===== src/rtl/aes_output_buffer_if.sv =====
// Host/core-facing signals of the AES ciphertext output buffer.
// The rd_err underrun flag exists only when AES_OUTBUF_UNDERRUN_EN is defined.
interface aes_output_buffer_if #(
  parameter int unsigned DEPTH = 4
);
  localparam int unsigned CW = $clog2(DEPTH + 1);

  logic           data_done;
  logic [127:0]   data_output;
  logic           is_full;
  logic           rd_en;
  logic [31:0]    rd_data;
  logic           rd_valid;
  logic [CW-1:0]  block_count;

`ifdef AES_OUTBUF_UNDERRUN_EN
  logic           rd_err;

  modport master (
    output data_done, data_output, rd_en,
    input  is_full, rd_data, rd_valid, block_count, rd_err
  );

  modport slave (
    input  data_done, data_output, rd_en,
    output is_full, rd_data, rd_valid, block_count, rd_err
  );
`else
  modport master (
    output data_done, data_output, rd_en,
    input  is_full, rd_data, rd_valid, block_count
  );

  modport slave (
    input  data_done, data_output, rd_en,
    output is_full, rd_data, rd_valid, block_count
  );
`endif
endinterface


===== src/rtl/aes_output_buffer.sv =====
// DEPTH-entry FIFO of 128-bit AES ciphertext blocks, drained as 32-bit words MSW first.
// Optional sticky underrun flag rd_err when AES_OUTBUF_UNDERRUN_EN is defined.
module aes_output_buffer #(
  parameter int unsigned DEPTH = 4
) (
  input  logic               clk,
  input  logic               n_rst,
  input  logic               clear,
  aes_output_buffer_if.slave bus
);

  localparam int unsigned AW = $clog2(DEPTH);
  localparam int unsigned CW = $clog2(DEPTH + 1);
  localparam logic [1:0]  LAST_WORD = 2'd3;

  logic [127:0]  mem [DEPTH];
  logic [AW-1:0] wr_ptr;
  logic [AW-1:0] rd_ptr;
  logic [1:0]    word_idx;
  logic [CW-1:0] count;

  logic          full_c;
  logic          valid_c;
  logic          wr_c;
  logic          rd_c;
  logic          pop_c;
  logic [127:0]  head_c;
  logic [31:0]   word_c;

  // Status is decoded from the count register only, so is_full never depends on rd_en.
  always_comb begin
    full_c  = (count == CW'(DEPTH));
    valid_c = (count != '0);
    wr_c    = bus.data_done & ~full_c;
    rd_c    = bus.rd_en & valid_c;
    pop_c   = rd_c & (word_idx == LAST_WORD);
  end

  // Block storage; a block arriving alongside clear is dropped.
  always_ff @(posedge clk) begin
    if (wr_c && !clear) begin
      mem[wr_ptr] <= bus.data_output;
    end
  end

  always_ff @(posedge clk or negedge n_rst) begin
    if (!n_rst) begin
      wr_ptr   <= '0;
      rd_ptr   <= '0;
      word_idx <= '0;
      count    <= '0;
    end else if (clear) begin
      wr_ptr   <= '0;
      rd_ptr   <= '0;
      word_idx <= '0;
      count    <= '0;
    end else begin
      if (wr_c) begin
        wr_ptr <= wr_ptr + AW'(1);
      end
      if (rd_c) begin
        word_idx <= word_idx + 2'd1;
      end
      if (pop_c) begin
        rd_ptr <= rd_ptr + AW'(1);
      end
      case ({wr_c, pop_c})
        2'b10:   count <= count + CW'(1);
        2'b01:   count <= count - CW'(1);
        default: count <= count;
      endcase
    end
  end

  // Head word select, forced to zero while empty.
  always_comb begin
    head_c = mem[rd_ptr];
    word_c = '0;
    case (word_idx)
      2'd0:    word_c = head_c[127:96];
      2'd1:    word_c = head_c[95:64];
      2'd2:    word_c = head_c[63:32];
      default: word_c = head_c[31:0];
    endcase
    if (!valid_c) begin
      word_c = '0;
    end
  end

  assign bus.is_full     = full_c;
  assign bus.rd_valid    = valid_c;
  assign bus.rd_data     = word_c;
  assign bus.block_count = count;

`ifdef AES_OUTBUF_UNDERRUN_EN
  logic rd_err;

  // Sticky underrun flag; clear takes priority over a same-cycle underrun.
  always_ff @(posedge clk or negedge n_rst) begin
    if (!n_rst) begin
      rd_err <= 1'b0;
    end else if (clear) begin
      rd_err <= 1'b0;
    end else if (bus.rd_en && !valid_c) begin
      rd_err <= 1'b1;
    end
  end

  assign bus.rd_err = rd_err;
`endif

endmodule


===== src/flat_wrapper.sv =====
// flat-port wrapper written by rule: the top's interface ports become plain ports
module aes_output_buffer_flat 
#(
  parameter int unsigned DEPTH = 4
)
  (clk, n_rst, clear, bus_data_done, bus_data_output, bus_rd_en, bus_is_full, bus_rd_data, bus_rd_valid, bus_block_count);
  aes_output_buffer_if #(.DEPTH(DEPTH)) bus_i ();
  input  logic clk;
  input  logic n_rst;
  input  logic clear;
  input wire logic [$bits(bus_i.data_done)-1:0] bus_data_done;
  input wire logic [$bits(bus_i.data_output)-1:0] bus_data_output;
  input wire logic [$bits(bus_i.rd_en)-1:0] bus_rd_en;
  output wire logic [$bits(bus_i.is_full)-1:0] bus_is_full;
  output wire logic [$bits(bus_i.rd_data)-1:0] bus_rd_data;
  output wire logic [$bits(bus_i.rd_valid)-1:0] bus_rd_valid;
  output wire logic [$bits(bus_i.block_count)-1:0] bus_block_count;
  assign bus_i.data_done = bus_data_done;
  assign bus_i.data_output = bus_data_output;
  assign bus_i.rd_en = bus_rd_en;
  assign bus_is_full = bus_i.is_full;
  assign bus_rd_data = bus_i.rd_data;
  assign bus_rd_valid = bus_i.rd_valid;
  assign bus_block_count = bus_i.block_count;
  aes_output_buffer #(.DEPTH(DEPTH)) u_core (.clk(clk), .n_rst(n_rst), .clear(clear), .bus(bus_i));
endmodule

===== config.mk =====
export PLATFORM = sky130hd
export DESIGN_NAME = aes_output_buffer_flat
export DESIGN_NICKNAME = d
export VERILOG_FILES = /design/src/rtl/aes_output_buffer_if.sv /design/src/rtl/aes_output_buffer.sv /design/src/flat_wrapper.sv
export SDC_FILE = /design/constraint.sdc
export NUM_CORES = 1
export LEC_CHECK = 0
export CORE_MARGIN = 2
export CORE_UTILIZATION = 62
export CTS_CLUSTER_SIZE = 28
export DETAILED_ROUTE_END_ITERATION = 10
export PLACE_DENSITY = 0.81
export REMOVE_ABC_BUFFERS = 1
export SETUP_SLACK_MARGIN = 0.15
export SLEW_MARGIN = 20
export SYNTH_ARGS = -nofsm -noshare
export SYNTH_HDL_FRONTEND = slang
export SYNTH_SLANG_ARGS = --single-unit

===== constraint.sdc =====
create_clock -name clk -period 13 [get_ports clk]
set_clock_uncertainty 0.05 [all_clocks]
set_input_delay 2.6 -clock clk [delete_from_list [all_inputs] [get_ports clk]]
set_output_delay 2.6 -clock clk [all_outputs]
set_load 0.02 [all_outputs]

Yosys cells after proc, flatten, opt, wreduce, memory -nomap -nowiden
Memories as Yosys holds them, arrays and structs flattened.
Index checks and enable logic that the tools add are counted.
- bits in registers: 9
- bits in writable memories: 512
- input bits: 133
- output and inout bits: 37
- word-level logic and storage cells: 40
- memories: 1
- memories (memory ; depth ; width ; read ports ; clocked after Yosys merged registers in ; write ports ; line ; text):
    u_core.mem ; 4 ; 128 ; 1 ; 0 ; 1 ; aes_output_buffer.sv:16 ; logic [127:0] mem [DEPTH];
- add/sub/neg operators: 5
- equality and inequality tests: 6
- mux-type cells: 12
- bitwise gates (word level): 4
- reduce and logical (&&, ||, !) cells: 8
- operators by type and width (cell ; number):
    $pmux 32 s3 ; 1
    $mux 32 ; 1
    $mux 2 ; 6
    $add 2x1->2 const B ; 3
    $eq 2x2->1 const B ; 3
    $pmux 3 s2 ; 1
    $reduce_bool 2->1 ; 3
    $reduce_bool 3->1 ; 2
    $eq 2x1->1 const B ; 2
    $add 3x1->3 const B ; 1
    $and 1x1->1 ; 3
    $eq 3x3->1 const B ; 1
    $mux 3 ; 1
    $sub 3x1->3 const B ; 1
    $logic_not 2->1 ; 1
    $mux 1 ; 2
    $logic_and 1x1->1 ; 1
    $logic_not 1->1 ; 1
    $not 1->1 ; 1

Longest topological paths before layout
Gate-level depths: netlist (run 1).
- depth in word-level cells: 6
- gate-level depth with buffers: 8

Worst setup path after synthesis (run 1)
No wires, ideal clock.
- path type: in2reg
- start: input clear
- end: memory u_core.mem[0][0] (enable)
- setup time: 0.503 ns
- arrival time: 5.923 ns
- required time: 12.447 ns
- path slack: 6.524 ns
- cell stages on the path: 3
- path buffers: 1
- path through: clkbuf_1 > nor2_1 > and2_1
- cells in the longest elaborated chain, start to end: 4
- ends and longest elaborated chain (item ; line ; text):
    from (decl) ; flat_wrapper.sv:10 ; input logic clear;
    $logic_not 1->1 ; aes_output_buffer.sv:41 ; if (wr_c && !clear) begin
    $logic_and 1x1->1 ; aes_output_buffer.sv:41 ;
    $mux 1 ; aes_output_buffer.sv:41 ;
    $mux 1 (implied by the code) ; aes_output_buffer.sv:42 ; mem[wr_ptr] <= bus.data_output;
    to (decl) ; aes_output_buffer.sv:16 ;
Every way passes these cells.

Worst setup path in the final report (run 1)
- start: register u_core.rd_ptr[0]
- end: output bus_rd_data[4]
- cells in the longest elaborated chain, start to end: 3
- ends and longest elaborated chain (item ; line ; text):
    from (decl) ; aes_output_buffer.sv:18 ; logic [AW-1:0] rd_ptr;
    from (signal assigned) ; aes_output_buffer.sv:65 ; rd_ptr <= rd_ptr + AW'(1);
    $mem_v2 4x128 ; n/a ;
    $pmux 32 s3 ; aes_output_buffer.sv:79 ; case (word_idx)
    $mux 32 ; aes_output_buffer.sv:85 ; if (!valid_c) begin
    to (decl) ; flat_wrapper.sv:15 ; output wire logic [$bits(bus_i.rd_data)-1:0] bus_rd_data;
Every way passes these cells.

==> qor.yml, run 1 <==
synthArstFlopShare_pct: 1.73
grt_usage_pct: 24.7
drt_iter0_drc: 1005
io_buffers: 169
start_util_pct: 62.8
dp_cells: 1682
synth_area_leaders: "edfxtp_1 75%, mux2i_1 7.6%, mux4_2 3.7%"
worst_setup_path_start_kind: "flip-flop"
grt_pass1_wl_um: 62800
yosysWarnings: 0
antenna_left: 0
fin_util_pct: 73.8
postSynthAreaPerCell_um2: 18.1
r2r-end: "u_core.mem[0][22]"
synth_cells: 1126
ir_worst_vdd_v: 0.000123
fill_cells: 1934
crit_start: "u_core.rd_ptr[0]"
synth.top_cells.by_count: "512 x edfxtp_1, 156 x mux2i_1, 68 x nor2_1, 65 x a21oi_1, 47 x o21ai_0"
finalNetCount: 1436
path_max_fanout: 61
synth_edf_count: 512
cp.arrival_ps: 4710
post-cts-setup-buffer-count: 0
drive_above_1_share_pct: 12.0
crit_end: "bus_rd_data[4]"
viasPerCell: 6.15
synth_flop_cell: "edfxtp_1"
hold_depth: 2
synth_xor_area_share_pct: 0.171
ios: 170
clk_latency_ps: 550
place.detailed.hpwl_um: 22000
drt-pass1-iter-count: 5
numClockSinks: 521
synth_largest_area_cell: "edfxtp_1"
fin_ws_ps: 5640
synth_seq_cells: 521
row_count: 66
setup_viol: 0
flow.area_growth_from_synthesis_pct: 17.5
num_vias: 10900
rsz0062_at_grt: "false"
min_path_type: "flip-flop to flip-flop"
synth_top_family_by_area: "multiplexers"
stdcell_area_um2: 24000
preCtsSetupSlack_ps: 6180
final.period_utilization_pct: 56.6
period_minus_slack_ps: 7360
htree_levels: 2
routedWlPerCell_um: 23.7
grt_pass1_vias: 11000
drc: 0
cp-end-kind: "output port"
routabilityCongestion: 0.740
synth_compound_area_share_pct: 6.66
status: "completed"
r2r-start: "u_core.bus.block_count[2]"
critPathKind: "flip-flop to output port"
grt_max_degree: 72
worstPathRequired_ps: 10350
cts_resized: 0
tritoncts: "done"
die-area_um2: 34400
synth_cell_types: 42
synthAdderAreaFrac_pct: 0.649
wl_um: 42100
hold_viol: 0
syn_area_um2: 20400
cts.path.max_buffers: 3
synth_top_area_share_pct: 75.2
synthSimpleGateAreaFrac_pct: 2.88
grt_overflow: 0
core_um2: 32500
ctsHoldBuffers: 0
die_h_um: 186
synth_most_common_cell: "edfxtp_1"
slew_viol_final: 0
ys_seq_area_share_pct: 76.3
final_cells: 1778
cts_made_buffers: 51
synthMuxAreaShare_pct: 11.4
grt_antenna_before_repair: 5
tns_ps: 0
place_area_um2: 22400
cts_root_buf: "clkbuf_16"
maxCapViolCount: 0
max_freq_mhz: 136
tightest_slew_ps: 1130
r2r_slack_ps: 9570
power_density_nw_per_um2: 146
leakage_uw: 0.00730
path_clk_slew_ps: 70
relSlewSlack_pct: 24.5
reg2reg_depth: 5
die_x_um: 186
## metrics by stage
step	power (uW)	hold WS [ps]
after global routing	3600	615
final	3490	570
after global placement	2160	515
after CTS	3510	569
after detailed placement	2170	560
after floorplan	2050	486
## cells in the final DEF, fill, tap and decap left out, types with 3 or more instances in the layout
master	count
edfxtp_1	512
clkbuf_1	10
nand2_1	6
a2111oi_2	29
nand3_1	34
o22ai_1	30
dfrtp_1	7
and2_4	4
o21ai_0	47
clkinv_2	10
nor2_1	68
inv_1	5
diode_2	3
ha_1	7
clkdlybuf4s50_1	169
mux4_2	34
buf_4	12
clkinv_1	17
clkbuf_16	53
a21oi_1	65
o21ai_1	19
mux2i_1	156
## how the worst min path moves through the flow
stage | startpoint | to | slack [ps]
after floorplan | u_core.wr_ptr[1] | u_core.wr_ptr[1] | 490
after CTS | u_core.wr_ptr[1] | u_core.wr_ptr[1] | 570
final | u_core.wr_ptr[1] | u_core.wr_ptr[1] | 570
after detailed placement | u_core.wr_ptr[1] | u_core.wr_ptr[1] | 560
after global placement | u_core.wr_ptr[1] | u_core.wr_ptr[1] | 510
after global routing | u_core.wr_ptr[1] | u_core.wr_ptr[1] | 620
## where the power goes
part	switching (uW)	internal (uW)	total, uW
Combinational	130	96.3	226
Clock	580	779	1360
Sequential	12.3	1900	1910
## flip-flops by register name, summed over array words and instances (netlist names)
| register | count |
|---|---|
| u_core.rd_ptr | 2 |
| u_core.wr_ptr | 2 |
| u_core.mem | 512 |
| u_core.bus.block_count | 3 |
| u_core.word_idx | 2 |
## worst max-delay path, cell delays in order (launching register included)
cell	delay (ps)
dfrtp_4	980
buf_4	810
buf_4	770
mux4_2	580
o21ai_0	180
a21oi_1	120
clkdlybuf4s50_1	570
## cells by family after synthesis
logic type      count (synthesis)
compound gates                198
xor+xnor                        4
fa+ha+maj                      10
buf+inv                        73
flops                         521
mux                           191
simple gates                  129
## routing by layer
layer  wire length (um)  share of wire, %  track usage, %
met5                 27             0.064               0
met2              20400                48            40.0
met1              17400                41            34.3
met3               3370               8.0            5.58
met4                920               2.2            6.58
## cell type report
cell class / count / area [um2] / area share (%)
Clock inverter: 30 / 183 / 0.761
Sequential cell: 521 / 15600 / 65.0
Multi-Input combinational cell: 532 / 4480 / 18.7
Inverter: 6 / 22.5 / 0.0938
Tap cell: 442 / 553 / 2.30
Timing Repair Buffer: 181 / 1780 / 7.42
Antenna cell: 3 / 7.51 / 0.0313
Clock buffer: 63 / 1360 / 5.68
(Power assumes the default switching activity.)
==> run 2, diff against run 1 <==
--- a/config.mk
+++ b/config.mk
@@ -6,10 +6,10 @@
 export NUM_CORES = 1
 export LEC_CHECK = 0
 export CORE_MARGIN = 2
-export CORE_UTILIZATION = 62
+export CORE_UTILIZATION = 58
 export CTS_CLUSTER_SIZE = 28
 export DETAILED_ROUTE_END_ITERATION = 10
-export PLACE_DENSITY = 0.81
+export PLACE_DENSITY = 0.77
 export REMOVE_ABC_BUFFERS = 1
 export SETUP_SLACK_MARGIN = 0.15
 export SLEW_MARGIN = 20
==> constraint.sdc (replaced) <==
create_clock -name clk -period 6.8 [get_ports clk]
set_clock_uncertainty 0.05 [all_clocks]
set_input_delay 1.36 -clock clk [delete_from_list [all_inputs] [get_ports clk]]
set_output_delay 1.36 -clock clk [all_outputs]
set_load 0.02 [all_outputs]
==> run 2 against run 1 <==
  * Final cell count grew 0.51%
  * Sequential cell count stayed put
  * Via count fell by 1.1%
  * Combinational power grew 92%
  * Largest power group unchanged
  * Highest routed layer unchanged
==> qor.yml, run 2 (synthesis gave the netlist of run 1 again) <==
status: "completed"  # unchanged
critPathKind: "flip-flop to output port"  # unchanged
path_cells: "nand2_2 > o22ai_1 > a2111oi_2 > a21oi_1 > clkdlybuf4s50_1"  # was buf_4 > buf_4 > mux4_2 > o21ai_0 > a21oi_1 > clkdlybuf4s50_1
max_freq_mhz: 184
grt_util_met2_pct: 39.6  # was 40.0%
grt_overflow: 0  # unchanged
cp.arrival_ps: 4030  # was 4710 ps
tritoncts: "done"  # unchanged
final_cells: 1787  # was 1778
hold_viol: 0  # unchanged
ios: 170  # unchanged
drt_iter0_drc: 760  # was 1005
power_frac_clock_pct: 40.3  # was 38.9%
layout_commonest_cell: "edfxtp_1"  # unchanged
leakage_uw: 0.00737  # was 0.00730 uW
comb_power_share_pct: 6.4  # was 6.5%
place.detailed.hpwl_um: 22800  # was 22000 um
path_max_fanout: 64  # was 61
largest_register: "u_core.mem"  # unchanged
setup_viol: 0  # unchanged
power_density_nw_per_um2: 283  # was 146 nW/um2
dp_cells: 1695  # was 1682
p_sw_share_pct: 20.4  # was 20.7%
place_area_um2: 22500  # was 22400 um2
die-area_um2: 36700  # was 34400 um2
row_count: 68  # was 66
worstPathRequired_ps: 5390  # was 10350 ps
ir_worst_vdd_v: 0.000221  # was 0.000123 V
r2r-end: "u_core.mem[3][41]"  # was u_core.mem[0][22]
cp-end-kind: "output port"  # unchanged
grt_usage_pct: 23.4  # was 24.7%
rsz0062_at_grt: "false"  # unchanged
path_clk_slew_ps: 60  # was 70 ps
grt_max_degree: 102  # was 72
slowest_delay_ps: 1060  # was 980 ps
cts.path.max_buffers: 3  # unchanged
grt_pass1_vias: 10900  # was 11000
r2r-start: "u_core.bus.block_count[2]"  # unchanged
min_path_type: "flip-flop to flip-flop"  # unchanged
crit_end: "bus_rd_data[7]"  # was bus_rd_data[4]
htree_levels: 2  # unchanged
p_sw_uw: 1400  # was 722 uW
cts_made_buffers: 51  # unchanged
core_um2: 34600  # was 32500 um2
largest_register_ff_count: 512  # unchanged
die_h_um: 192  # was 186 um
cts_root_buf: "clkbuf_16"  # unchanged
drt-pass1-iter-count: 5  # unchanged
fill_cells: 2199  # was 1934
relSlewSlack_pct: 26.7  # was 24.5%
crit_start: "u_core.rd_ptr[0]"  # unchanged
grt_util_met3_pct: 4.49  # was 5.58%
r2r_slack_ps: 3940  # was 9570 ps
drc: 0  # unchanged
routedWlPerCell_um: 23.8  # was 23.7 um
finalNetCount: 1436  # unchanged
stdcell_area_um2: 24200  # was 24000 um2
flow.area_growth_from_synthesis_pct: 18.2  # was 17.5%
antenna_left: 0  # unchanged
p_int_uw: 5450  # was 2770 uW
start_util_pct: 59.0  # was 62.8%
grt_pass1_wl_um: 63800  # was 62800 um
clk_latency_ps: 550  # about the same
slew_viol_final: 0  # unchanged
final_cell_mix: "512 x edfxtp_1, 169 x clkdlybuf4s50_1, 156 x mux2i_1, 68 x nor2_1, 65 x a21oi_1"  # unchanged
tns_ps: 0  # unchanged
tightest_slew_ps: 1100  # was 1130 ps
cts_resized: 0  # unchanged
routabilityCongestion: 0.735  # was 0.740
wl_um: 42500  # was 42100 um
drive_above_1_share_pct: 12.5  # was 12.0%
slowest_stage: "dfrtp_4"  # unchanged
final.period_utilization_pct: 79.9
maxCapViolCount: 0  # unchanged
period_minus_slack_ps: 5440
reg2reg_depth: 5  # unchanged
numClockSinks: 521  # unchanged
ctsHoldBuffers: 0  # unchanged
seq_power_share_pct: 53.3  # was 54.6%
grt_antenna_before_repair: 3  # was 5
busiest_layer: "met2"  # unchanged
post-cts-setup-buffer-count: 0  # unchanged
viasPerCell: 6.06  # was 6.15
worst_setup_path_start_kind: "flip-flop"  # unchanged
grt_use_met1_pct: 32.3  # was 34.3%
num_vias: 10800  # was 10900
io_buffers: 169  # unchanged
die_x_um: 192  # was 186 um
[run 2: cell type report]
cell class / count / area (um2) / share of cell area (%)
tap: 455 / 569 / 2.36
timing repair buffer: 181 / 1830 / 7.58
clock buffer: 58 / 1350 / 5.57
sequential: 521 / 15600 / 64.6
multi-input combinational: 532 / 4480 / 18.5
antenna: 1 / 2.50 / 0.0104
clock inverter: 33 / 303 / 1.25
inverter: 6 / 22.5 / 0.0932
[run 2: metal layers]
metal,vias to the layer above,part of all wire [%]
li1,4830,-
met3,47,7.2
met2,406,50
met4,2,1.2
met1,5536,41
met5,-,0.031
[run 2: power by group through the flow]
| stage | Sequential [uW] | Combinational [uW] | Clock (uW) |
|---|---|---|---|
| after floorplan | 3720 | 189 | 0 |
| after global placement | 3710 | 426 | 0 |
| after detailed placement | 3710 | 435 | 0 |
| after CTS | 3650 | 439 | 2800 |
| after global routing | 3650 | 466 | 2920 |
| final | 3650 | 435 | 2760 |
[run 2: stage by stage]
step / total power, uW / util [%] / hold slack [ps] / worst slack [ps]
2_1_floorplan: 3910 / - / 486 / -1990
3_3_place_gp: 4140 / 65.0 / 517 / 1980
3_5_place_dp: 4150 / 65.0 / 531 / 1950
4_1_cts: 6880 / 69.8 / 548 / 1340
5_1_grt: 7040 / 69.8 / 589 / 1140
6_report: 6840 / 69.8 / 549 / 1360
[run 2: worst min-delay path by stage]
stage	from	end	cells past startpoint
global placement	u_core.wr_ptr[1]	u_core.wr_ptr[1]	2
finish	u_core.wr_ptr[1]	u_core.wr_ptr[1]	2
detailed placement	u_core.wr_ptr[1]	u_core.wr_ptr[1]	2
floorplan	u_core.wr_ptr[1]	u_core.wr_ptr[1]	2
global route	u_core.wr_ptr[1]	u_core.wr_ptr[1]	2
CTS	u_core.wr_ptr[1]	u_core.wr_ptr[1]	2
[run 2: worst max-delay path: cells and delay by family, from the launching register on]
| kind | cells | cell delay (ps) |
|---|---|---|
| AND/OR/NAND/NOR | 1 | 850 |
| buffers and inverters | 1 | 680 |
| flip-flops | 1 | 1060 |
| AO/OA/AOI/OAI | 3 | 870 |
==> run 3, diff against run 2 <==
==> constraint.sdc (replaced) <==
create_clock -name clk -period 5.36 [get_ports clk]
set_clock_uncertainty 0.05 [all_clocks]
set_input_delay 1.072 -clock clk [delete_from_list [all_inputs] [get_ports clk]]
set_output_delay 1.072 -clock clk [all_outputs]
set_load 0.02 [all_outputs]
==> run 3 against run 2 <==
  * Design area hardly changed
  * First-iteration DRC count grew 30%
  * Wire length rose by 0.41%
  * Final cell count up 1.0%
  * Die area stayed put
  * Clock power up 20%
  * Setup slack got worse by 630 ps
  * Register-to-register slack got worse by 1200 ps
  * Critical path depth rose by 2
  * Non-clock buffer count grew 12
  * Critical endpoint unchanged
  * Largest cell class unchanged
==> qor.yml, run 3 (synthesis gave the netlist of run 1 again) <==
final_cells: 1805  # was 1787
min_to: "u_core.wr_ptr[1]"  # unchanged
tightest_slew_ps: 1010  # was 1100 ps
min_path_type: "flip-flop to flip-flop"  # unchanged
status: "completed"  # unchanged
rsz0062_at_grt: "false"  # unchanged
grt_pass1_wl_um: 64200  # was 63800 um
drt-pass1-iter-count: 5  # unchanged
timing.hold.ws_ps: 549  # about the same
reg2reg_depth: 5  # unchanged
die_x_um: 192  # unchanged
path_max_fanout: 19  # was 64
largest_register_ff_count: 512  # unchanged
period_minus_slack_ps: 4630
antenna_left: 0  # unchanged
r2r-end: "u_core.mem[3][37]"  # was u_core.mem[3][41]
cts_root_buf: "clkbuf_16"  # unchanged
drt_iter0_drc: 987  # was 760
num_vias: 10800  # about the same
drc: 0  # unchanged
io_buffers: 169  # unchanged
p_sw_uw: 1740  # was 1400 uW
critPathKind: "flip-flop to output port"  # unchanged
clk_latency_ps: 550  # about the same
ios: 170  # unchanged
tritoncts: "done"  # unchanged
grt_usage_pct: 23.5  # was 23.4%
hold_depth: 2  # unchanged
p_sw_share_pct: 20.5  # was 20.4%
die_h_um: 192  # unchanged
power_frac_clock_pct: 39.1  # was 40.3%
row_count: 68  # unchanged
die-area_um2: 36700  # unchanged
finalNetCount: 1446  # was 1436
p_int_uw: 6760  # was 5450 uW
drive_above_1_share_pct: 13.0  # was 12.5%
fin_ws_ps: 733  # was 1360 ps
grt_overflow: 0  # unchanged
fill_cells: 2213  # was 2199
power_density_nw_per_um2: 352  # was 283 nW/um2
viasPerCell: 6.00  # was 6.06
ir_worst_vdd_v: 0.000287  # was 0.000221 V
routedWlPerCell_um: 23.6  # was 23.8 um
final.period_utilization_pct: 86.3
final_cell_mix: "512 x edfxtp_1, 169 x clkdlybuf4s50_1, 156 x mux2i_1, 68 x nor2_1, 65 x a21oi_1"  # unchanged
comb_power_share_pct: 6.5  # was 6.4%
seq_power_share_pct: 54.4  # was 53.3%
worst_setup_path_start_kind: "flip-flop"  # unchanged
r2r-start: "u_core.bus.block_count[2]"  # unchanged
ctsHoldBuffers: 0  # unchanged
place.detailed.hpwl_um: 23700  # was 22800 um
cp.arrival_ps: 3500  # was 4030 ps
r2r_slack_ps: 2710  # was 3940 ps
slew_viol_final: 0  # unchanged
cts_made_buffers: 49  # was 51
preCtsSetupSlack_ps: 1350  # was 1950 ps
start_util_pct: 59.0  # unchanged
core_um2: 34600  # unchanged
cts_resized: 0  # unchanged
flow.area_growth_from_synthesis_pct: 18.3  # was 18.2%
hold_viol: 0  # unchanged
grt_max_degree: 107  # was 102
dp_cells: 1707  # was 1695
wl_um: 42700  # was 42500 um
routabilityCongestion: 0.730  # was 0.735
maxCapViolCount: 0  # unchanged
largest_register: "u_core.mem"  # unchanged
worstPathRequired_ps: 4240  # was 5390 ps
htree_levels: 2  # unchanged
leakage_uw: 0.00738  # was 0.00737 uW
grt_antenna_before_repair: 7  # was 3
grt_pass1_vias: 11200  # was 10900
max_freq_mhz: 216
cp-end-kind: "output port"  # unchanged
p_total_uw: 8500  # was 6840 uW
post-cts-setup-buffer-count: 0  # unchanged
numClockSinks: 521  # unchanged
path_clk_slew_ps: 60  # about the same
cts.path.max_buffers: 3  # unchanged
layout_commonest_cell: "edfxtp_1"  # unchanged
setup_viol: 0  # unchanged
relSlewSlack_pct: 32.4  # was 26.7%
hp-start: "u_core.wr_ptr[1]"  # unchanged
## run 3: cell types whose count changed in the layout (fill, tap and decap cells not counted)
cell / previous run / this run
buf_4: 8 / 19
diode_2: 1 / 8
clkbuf_1: 5 / 11
bufinv_16: 6 / 4
clkbuf_16: 53 / 51
clkinv_1: 13 / 11
buf_12: 4 / 5
clkinv_2: 13 / 12
clkinv_4: 1 / 0
inv_6: 0 / 1
## run 3: worst max path at each step
stage                        from               to  slack (ps)  cells past startpoint
2_1_floorplan    u_core.rd_ptr[0]   bus_rd_data[0]       -3150                      4
3_3_place_gp     u_core.rd_ptr[1]  bus_rd_data[31]        1330                      6
3_5_place_dp     u_core.rd_ptr[1]  bus_rd_data[31]        1350                      6
4_1_cts          u_core.rd_ptr[1]  bus_rd_data[31]         750                      6
5_1_grt          u_core.rd_ptr[1]  bus_rd_data[31]         620                      6
6_report       u_core.word_idx[0]   bus_rd_data[7]         730                      7
## run 3: final cells by class
| cell class | instances | area (um2) | share of cell area [%] |
|---|---|---|---|
| multi-input combinational | 532 | 4480 | 18.5 |
| timing repair buffer | 193 | 1930 | 8.00 |
| clock buffer | 62 | 1320 | 5.45 |
| antenna | 8 | 20.0 | 0.0828 |
| clock inverter | 28 | 230 | 0.952 |
| sequential | 521 | 15600 | 64.5 |
| inverter | 6 | 22.5 | 0.0931 |
| tap | 455 | 569 | 2.35 |
## run 3: power by group through the flow
stage,Clock (uW),Combinational [uW],Sequential [uW]
3_3_place_gp,0,547,4700
5_1_grt,3520,598,4630
4_1_cts,3380,559,4630
6_report,3320,555,4630
3_5_place_dp,0,555,4710
2_1_floorplan,0,240,4720
## run 3: per-stage QoR
stage / instance area [um2] / utilization [%] / setup TNS (ps)
floorplan: 20100 / - / -98440
global placement: 22600 / 65.3 / 0
detailed placement: 22600 / 65.3 / 0
CTS: 24200 / 69.8 / 0
global route: 24200 / 69.8 / 0
finish: 24200 / 69.8 / 0
## run 3: metal layers
layer / routed length (um) / up-vias / GRT usage [%]
met2: 21100 / 388 / 38.6
met3: 2940 / 60 / 4.18
met4: 697 / 2 / 6.18
li1: - / 4876 / -
met5: 13 / - / 0
met1: 17900 / 5508 / 33.0
## run 3: worst max-delay path, stage by stage, from the launching register on
cell and delay, ps:
dfrtp_1 420, inv_1 150, ha_2 200, and3b_2 520, buf_4 510, a2111oi_2 140
a21oi_1 320, clkdlybuf4s50_1 680
